==> src/rtl/lives_pkg.sv <==
// Shared types and sizing helper for the life-tracking block and its HUD encoder.
package lives_pkg;

    typedef enum logic [1:0] {
        PLAY      = 2'd0,
        GRACE     = 2'd1,
        GAME_OVER = 2'd2
    } state_t;

    // Smallest bit width able to hold every value in 0..max_val.
    function automatic int cnt_width(input int max_val);
        int w;
        w = 1;
        while ((1 << w) <= max_val) w = w + 1;
        return w;
    endfunction

endpackage

==> src/rtl/lives_thermo_enc.sv <==
// Combinational HUD encoder: thermometer of the life count plus the blinking
// icon of the life just lost while the grace window is running.
module lives_thermo_enc
    import lives_pkg::*;
#(
    parameter int MAX_LIVES = 8,
    parameter int CNT_W     = cnt_width(MAX_LIVES)
) (
    input  logic [CNT_W-1:0]     i_count,
    input  logic [CNT_W-1:0]     i_lost_idx,
    input  logic                 i_blink_on,
    input  logic                 i_grace,
    output logic [MAX_LIVES-1:0] o_enable
);

    logic w_blink_vis;

    // The lost icon only shows while it still sits above the count; a bonus
    // that re-covers it makes it part of the solid thermometer instead.
    assign w_blink_vis = i_grace && i_blink_on && (i_lost_idx >= i_count);

    always_comb begin
        o_enable = '0;
        for (int i = 0; i < MAX_LIVES; i++) begin
            o_enable[i] = (CNT_W'(i) < i_count) ||
                          (w_blink_vis && (CNT_W'(i) == i_lost_idx));
        end
    end

endmodule

==> src/rtl/lives_manager.sv <==
// Life counter with hit/bonus handling, frame-counted grace window after a hit,
// registered HUD icon enables and a game-over level for the game controller.
module lives_manager
    import lives_pkg::*;
#(
    parameter int MAX_LIVES    = 8,
    parameter int INIT_LIVES   = 3,
    parameter int GRACE_FRAMES = 60,
    parameter int BLINK_FRAMES = 8,
    parameter int CNT_W        = cnt_width(MAX_LIVES)
) (
    input  logic                 clk,
    input  logic                 resetN,
    input  logic                 startOfFrame,
    input  logic                 newGame,
    input  logic                 hitPulse,
    input  logic                 bonusPulse,
    output logic [CNT_W-1:0]     livesCount,
    output logic [MAX_LIVES-1:0] enableLives,
    output logic                 invulnerable,
    output logic                 gameOver
);

    localparam int GRACE_W = cnt_width(GRACE_FRAMES);
    localparam int BLINK_W = cnt_width(BLINK_FRAMES);

    state_t                 r_state;
    logic [CNT_W-1:0]       r_lives;
    logic [CNT_W-1:0]       r_lost_idx;
    logic [GRACE_W-1:0]     r_grace_cnt;
    logic [BLINK_W-1:0]     r_blink_cnt;
    logic                   r_blink_on;
    logic [MAX_LIVES-1:0]   r_enable;
    logic                   r_invulnerable;
    logic                   r_game_over;

    state_t                 w_state_nxt;
    logic [CNT_W-1:0]       w_lives_nxt;
    logic [CNT_W-1:0]       w_lost_nxt;
    logic [GRACE_W-1:0]     w_grace_nxt;
    logic [BLINK_W-1:0]     w_blink_cnt_nxt;
    logic                   w_blink_on_nxt;
    logic [MAX_LIVES-1:0]   w_enable_nxt;
    logic                   w_inv_nxt;
    logic                   w_go_nxt;

    function automatic logic [CNT_W-1:0] sat_inc(input logic [CNT_W-1:0] v);
        return (v >= CNT_W'(MAX_LIVES)) ? v : v + CNT_W'(1);
    endfunction

    // State and datapath registers; outputs are registered from next-state values
    // so every event is visible exactly one cycle later.
    always_ff @(posedge clk or negedge resetN) begin
        if (!resetN) begin
            r_state        <= PLAY;
            r_lives        <= CNT_W'(INIT_LIVES);
            r_lost_idx     <= '0;
            r_grace_cnt    <= '0;
            r_blink_cnt    <= '0;
            r_blink_on     <= 1'b1;
            r_invulnerable <= 1'b0;
            r_game_over    <= 1'b0;
            for (int i = 0; i < MAX_LIVES; i++) begin
                r_enable[i] <= (i < INIT_LIVES);
            end
        end else begin
            r_state        <= w_state_nxt;
            r_lives        <= w_lives_nxt;
            r_lost_idx     <= w_lost_nxt;
            r_grace_cnt    <= w_grace_nxt;
            r_blink_cnt    <= w_blink_cnt_nxt;
            r_blink_on     <= w_blink_on_nxt;
            r_enable       <= w_enable_nxt;
            r_invulnerable <= w_inv_nxt;
            r_game_over    <= w_go_nxt;
        end
    end

    always_comb begin
        w_state_nxt     = r_state;
        w_lives_nxt     = r_lives;
        w_lost_nxt      = r_lost_idx;
        w_grace_nxt     = r_grace_cnt;
        w_blink_cnt_nxt = r_blink_cnt;
        w_blink_on_nxt  = r_blink_on;
        if (newGame) begin
            w_state_nxt     = PLAY;
            w_lives_nxt     = CNT_W'(INIT_LIVES);
            w_lost_nxt      = '0;
            w_grace_nxt     = '0;
            w_blink_cnt_nxt = '0;
            w_blink_on_nxt  = 1'b1;
        end else begin
            case (r_state)
                PLAY: begin
                    if (hitPulse && (bonusPulse || r_lives > CNT_W'(1))) begin
                        // A simultaneous bonus cancels the loss but still grants grace.
                        w_lives_nxt     = bonusPulse ? r_lives : r_lives - CNT_W'(1);
                        w_lost_nxt      = w_lives_nxt;
                        w_grace_nxt     = GRACE_W'(GRACE_FRAMES);
                        w_blink_cnt_nxt = '0;
                        w_blink_on_nxt  = 1'b0;
                        w_state_nxt     = GRACE;
                    end else if (hitPulse) begin
                        w_lives_nxt = '0;
                        w_state_nxt = GAME_OVER;
                    end else if (bonusPulse) begin
                        w_lives_nxt = sat_inc(r_lives);
                    end
                end
                GRACE: begin
                    if (bonusPulse) begin
                        w_lives_nxt = sat_inc(r_lives);
                    end
                    if (startOfFrame) begin
                        if (r_grace_cnt <= GRACE_W'(1)) begin
                            w_grace_nxt = '0;
                            w_state_nxt = PLAY;
                        end else begin
                            w_grace_nxt = r_grace_cnt - GRACE_W'(1);
                        end
                        if (r_blink_cnt == BLINK_W'(BLINK_FRAMES - 1)) begin
                            w_blink_cnt_nxt = '0;
                            w_blink_on_nxt  = !r_blink_on;
                        end else begin
                            w_blink_cnt_nxt = r_blink_cnt + BLINK_W'(1);
                        end
                    end
                end
                GAME_OVER: begin
                    w_state_nxt = GAME_OVER;
                end
                default: begin
                    w_state_nxt = PLAY;
                end
            endcase
        end
    end

    always_comb begin
        w_inv_nxt = (w_state_nxt == GRACE);
        w_go_nxt  = (w_state_nxt == GAME_OVER);
    end

    lives_thermo_enc #(
        .MAX_LIVES (MAX_LIVES),
        .CNT_W     (CNT_W)
    ) u_thermo (
        .i_count    (w_lives_nxt),
        .i_lost_idx (w_lost_nxt),
        .i_blink_on (w_blink_on_nxt),
        .i_grace    (w_inv_nxt),
        .o_enable   (w_enable_nxt)
    );

    assign livesCount   = r_lives;
    assign enableLives  = r_enable;
    assign invulnerable = r_invulnerable;
    assign gameOver     = r_game_over;

endmodule

==> config.mk <==
export PLATFORM = sky130hd
export DESIGN_NAME = lives_manager
export DESIGN_NICKNAME = d
export VERILOG_FILES = /design/src/rtl/lives_pkg.sv /design/src/rtl/lives_thermo_enc.sv /design/src/rtl/lives_manager.sv
export SDC_FILE = /design/constraint.sdc
export NUM_CORES = 1
export LEC_CHECK = 0
export BUFFER_PORTS_ARGS = -buffer_cell sky130_fd_sc_hd__buf_4
export CORE_MARGIN = 4
export CORE_UTILIZATION = 25
export CTS_CLUSTER_SIZE = 20
export DETAILED_ROUTE_END_ITERATION = 10
export GPL_ROUTABILITY_DRIVEN = 0
export SYNTH_ARGS = -nofsm -noshare
export SYNTH_HDL_FRONTEND = slang
export SYNTH_SLANG_ARGS = --single-unit
export TNS_END_PERCENT = 30
==> constraint.sdc <==
create_clock -name clk -period 4 [get_ports clk]
set_clock_uncertainty 0.2 [all_clocks]
set_input_delay 0.6 -clock clk [delete_from_list [all_inputs] [get_ports clk]]
set_output_delay 0.6 -clock clk [all_outputs]
set_load 0.01 [all_outputs]
==> flow_summary.json, run 1 <==
{
  "outcome": "complete, no violations",
  "setup_viol": 0,
  "synth_top_family_by_area": "compound AO/OA/AOI/OAI gates",
  "hold_buffers": 0,
  "num_vias": 1510,
  "die_h_um": 94.5,
  "syn2layout_area_growth_pct": 18.1,
  "clk_latency_ns": 0.28,
  "yosys.area_share.simple": 0.203,
  "nets": 229,
  "viasPerCell": 4.82,
  "final_common_cell": "dfrtp_1",
  "cp-end-kind": "flop",
  "vdd_drop_max_mv": 0.123,
  "worst-setup-path-type": "reg2reg",
  "antenna_found_initial": 0,
  "cp-start-kind": "flop",
  "hp-class": "in2async",
  "power.total_mw": 1.05,
  "finalHoldViolCount": 0,
  "start_util": 0.258,
  "avgSynthCellArea_sq_um": 9.74,
  "dieArea_sq_um": 8930,
  "grt_pass1_wl_mm": 7.16,
  "synth_ff_type": "dfrtp_1",
  "clock_path_buffers": 2,
  "synthArstFlopShare": 1.00,
  "drc_errors": 0,
  "io_pins": 20,
  "synth_compound_area_frac": 0.232,
  "yosys_warnings": 0,
  "synth_area_sq_um": 1870,
  "postRouteAntennaNets": 0,
  "fp.dieW_um": 94.5,
  "synthCells": 192,
  "pwr_density_cell_nw_per_um2": 475,
  "slew_viol_final": 0,
  "portBuffers": 19,
  "total_leakage_power_nw": 0.985,
  "relSlewSlack": 0.471,
  "rows": 31,
  "antenna_cells": 0,
  "fmax_mhz": 279,
  "setup_slack_ns": 0.414,
  "worst-slew-pin-transition_ns": 0.788,
  "overflow": 0,
  "wirelength_mm": 4.32,
  "post_cts_buffers": 0,
  "cts-root-buf": "clkbuf_8",
  "rsz0062_at_grt": "false",
  "cts.sinks": 31,
  "drtIter0Drc": 25,
  "synth_cell_types": 48,
  "synth_mux_area_frac": 0.0227,
  "cts_buffers": 5,
  "synthAdderAreaFrac": 0.0669,
  "layout_common_cells": "dfrtp_1, buf_4, o21ai_0",
  "path_clk_slew_ns": 0.07,
  "synth-edff-count": 0,
  "htreeDepth": 2,
  "crit_fanout": 10,
  "final.period_utilization": 0.897,
  "grt_pass1_vias": 1481,
  "wl_per_cell_um": 13.8,
  "tns_ns": 0,
  "cap_violations": 0,
  "cts-resized-gates": 0,
  "grt.total_usage": 0.103,
  "required_ns": 3.97,
  "grt_start_max_net_pins": 32,
  "drt_first_pass_iters": 4,
  "core_area_sq_um": 7250,
  "tritoncts": "done",
  "dp_hpwl_mm": 3.11,
  "reg2reg_depth": 12,
  "fin_crit_ns": 3.59,
  "synthesis.nets": 208,
  "worstPathArrival_ns": 3.56,
  "drive_gt1_frac": 0.201,
  "pre_cts_slack_ns": 0.323,
  "ys_seq_area_frac": 0.419,
  "synth_xor_area_frac": 0.00936,
  "synth_seq_cells": 31
}
==> routing by layer <==
metal | routed length, um | vias to the layer above | GRT usage
li1 | - | 750 | -
met1 | 2030 | 728 | 0.126
met2 | 2100 | 28 | 0.175
met3 | 146 | 4 | 0.0319
met4 | 36 | 0 | 0.0288
met5 | 0 | - | 0
==> cells by family after synthesis <==
group | Yosys count
adder cells (fa/ha/maj) | 10
AND/OR/NAND/NOR | 65
buffers and inverters | 19
AO/OA/AOI/OAI | 62
multiplexers | 3
flip-flops | 31
XOR/XNOR | 2
==> where the power goes <==
group	switching, mW	leakage [nW]	internal [mW]
Clock	0.117	0.0515	0.157
Sequential	0.0447	0.399	0.372
Combinational	0.207	0.534	0.152
Total	0.369	0.985	0.681
==> flip-flops by register name, summed over array words and instances (netlist names) <==
| register | flops |
|---|---|
| gameOver | 1 |
| r_blink_cnt | 4 |
| invulnerable | 1 |
| r_grace_cnt | 6 |
| r_lost_idx | 4 |
| r_blink_on | 1 |
| livesCount | 4 |
| r_state | 2 |
| enableLives | 8 |
==> cells in the mapped netlist, types with 3 or more instances <==
master / n / share of area
o21ai_0: 16 / 0.043
o31ai_1: 10 / 0.040
inv_1: 12 / 0.024
nand3_1: 3 / 0.0080
nand2_1: 11 / 0.022
o311ai_1: 4 / 0.019
o211ai_1: 5 / 0.020
ha_1: 10 / 0.067
or3_1: 3 / 0.010
dfstp_2: 6 / 0.084
nor2_1: 14 / 0.028
nand2b_1: 8 / 0.027
clkbuf_1: 4 / 0.0080
a21oi_1: 13 / 0.035
nor3_1: 6 / 0.016
dfrtp_1: 25 / 0.33
==> worst max-delay path, cell delays in order, from the launching register on <==
cell and delay [ns]:
dfstp_2 0.62, inv_1 0.06, ha_1 0.23, nor2_1 0.16, o21a_1 0.43, nor2_1 0.07
or3_1 0.44, inv_1 0.20, ha_1 0.16, nand2_1 0.04, o21ai_0 0.29, nand4b_4 0.21
o311ai_1 0.35
==> final timing paths <==
check / startpoint / to / slack [ns]
worst max-delay path: livesCount[0] / enableLives[0] / 0.41
worst min-delay path: resetN / gameOver / 0.04
worst max register to register: livesCount[0] / enableLives[0] / 0.41
worst min register to register: r_blink_cnt[3] / r_blink_cnt[3] / 0.28
max in group asynchronous: resetN / enableLives[2] / 3.22
min in group clk: r_blink_cnt[3] / r_blink_cnt[3] / 0.28
==> layout make-up <==
type                            instances  area (sq um)
Clock buffer                            8           100
Fill cell                             757          5040
Inverter                               12          45.0
Multi-Input combinational cell        142          1000
Sequential cell                        31           783
Tap cell                               99           124
Timing Repair Buffer                   21           158
==> through the flow <==
stage / cell area [sq um] / hold WS (ns) / cells / util
floorplan: 1870 / 0.104 / 192 / -
global placement: 2110 / 0.257 / 305 / 0.291
detailed placement: 2110 / 0.273 / 305 / 0.291
CTS: 2210 / 0.0536 / 313 / 0.305
global route: 2210 / 0.0561 / 313 / 0.305
finish: 2210 / 0.0387 / 313 / 0.305
No activity file was read; power rests on OpenSTA's default activity.
==> run 2: changes to the inputs <==
- BUFFER_PORTS_ARGS: -buffer_cell sky130_fd_sc_hd__buf_4 -> -buffer_cell sky130_fd_sc_hd__buf_2
==> run 2 against run 1 <==
Utilization fell by 0.81 points. Maximum frequency fell by 2.7%. Critical path depth did not move. Global-route usage increased by 0.084 points. Total power down 5.4%. Cell count increased by 0.32%. Clock power decreased by 14%. Combinational power down 4%. First-iteration DRC count up 140%. Sequential share of layout area up 0.97 points. Non-clock buffer count rose by 1. Die area unchanged.
==> flow_summary.json, run 2 (same netlist as run 1, synthesis figures left out) <==
{
  "rsz0062_at_grt": "false",
  "worst-setup-path-type": "reg2reg",
  "cts-resized-gates": 0,
  "r2r-start": "livesCount[0]",
  "grt.total_usage": 0.104,
  "tritoncts": "done",
  "relSlewSlack": 0.490,
  "htreeDepth": 2,
  "worstPathArrival_ns": 3.65,
  "wirelength_mm": 4.25,
  "rows": 31,
  "outcome": "complete, no violations",
  "r2r_slack_ns": 0.32,
  "start_util": 0.258,
  "die_h_um": 94.5,
  "portBuffers": 19,
  "setup_slack_ns": 0.316,
  "fp.dieW_um": 94.5,
  "cp-end-kind": "flop",
  "total_leakage_power_nw": 0.968,
  "fmax_mhz": 271,
  "pre_cts_slack_ns": 0.328,
  "cts.sinks": 31,
  "dp_hpwl_mm": 3.09,
  "nets": 230,
  "grt_pass1_vias": 1511,
  "drt_first_pass_iters": 4,
  "antenna_found_initial": 0,
  "slew_viol_final": 0,
  "timing.hold.ws_ns": 0.167,
  "viasPerCell": 4.89,
  "hp-class": "in2async",
  "tns_ns": 0,
  "required_ns": 3.97,
  "drive_gt1_frac": 0.200,
  "cts_buffers": 5,
  "r2r_end": "enableLives[0]",
  "layout_common_cells": "dfrtp_1, buf_2, o21ai_0",
  "crit_fanout": 10,
  "post_cts_buffers": 0,
  "path_clk_slew_ns": 0.06,
  "syn2layout_area_growth_pct": 15.0,
  "worst-slew-pin-transition_ns": 0.760,
  "largest_reg_flops": 8,
  "final.period_utilization": 0.921,
  "grt_start_max_net_pins": 32,
  "drtIter0Drc": 60,
  "num_vias": 1536,
  "antenna_cells": 0,
  "cp-start-kind": "flop",
  "finalHoldViolCount": 0,
  "final_common_cell": "dfrtp_1",
  "setup_viol": 0,
  "fin_crit_ns": 3.68,
  "cap_violations": 0,
  "drc_errors": 0,
  "hold_buffers": 0,
  "overflow": 0,
  "clk_latency_ns": 0.28,
  "io_pins": 20,
  "postRouteAntennaNets": 0,
  "dieArea_sq_um": 8930,
  "core_area_sq_um": 7250,
  "wl_per_cell_um": 13.5,
  "clock_path_buffers": 2,
  "reg2reg_depth": 12,
  "cts-root-buf": "clkbuf_8",
  "vdd_drop_max_mv": 0.153,
  "pwr_density_cell_nw_per_um2": 462,
  "grt_pass1_wl_mm": 7.27
}
-- run 2: layer usage --
layer | wire length, um | vias to the layer above | track usage
met5 | 0 | - | 0
met4 | 53 | 0 | 0.0337
met3 | 161 | 7 | 0.0255
met2 | 2050 | 37 | 0.170
met1 | 1990 | 741 | 0.134
li1 | - | 751 | -
-- run 2: final cells by class --
type	instances	area [sq um]
Fill cell	772	5100
Tap cell	99	124
Clock inverter	1	5.00
Multi-Input combinational cell	142	1000
Sequential cell	31	783
Inverter	12	45.0
Timing Repair Buffer	22	118
Clock buffer	7	76.3
-- run 2: report_power, final --
group          total, mW  switching, mW  internal [mW]
registers          0.414         0.0420          0.372
clock network      0.236          0.114          0.122
logic              0.344          0.207          0.137
total              0.993          0.363          0.630
-- run 2: worst max-delay path: stages, from the launching register on --
cell and delay, ns:
dfstp_2 0.62, inv_1 0.06, ha_1 0.23, nor2_1 0.19
o21a_1 0.45, nor2_1 0.07, or3_1 0.44, inv_1 0.21
ha_1 0.17, nand2_1 0.04, o21ai_0 0.30, nand4b_4 0.22
o311ai_1 0.37
-- run 2: worst max-delay path by stage --
stage	endpoint	from
3_3_place_gp	enableLives[2]	bonusPulse
4_1_cts	enableLives[0]	livesCount[0]
3_5_place_dp	enableLives[4]	hitPulse
6_report	enableLives[0]	livesCount[0]
5_1_grt	enableLives[0]	livesCount[0]
2_1_floorplan	enableLives[0]	livesCount[0]
-- run 2: per-stage QoR --
stage                      util  cells  total power [mW]  cell area [sq um]
final                     0.297    314             0.993               2150
after floorplan               -    192             0.663               1870
after detailed placement  0.285    306             0.765               2070
after CTS                 0.297    314              1.01               2150
after global routing      0.297    314              1.08               2150
after global placement    0.285    306             0.764               2070
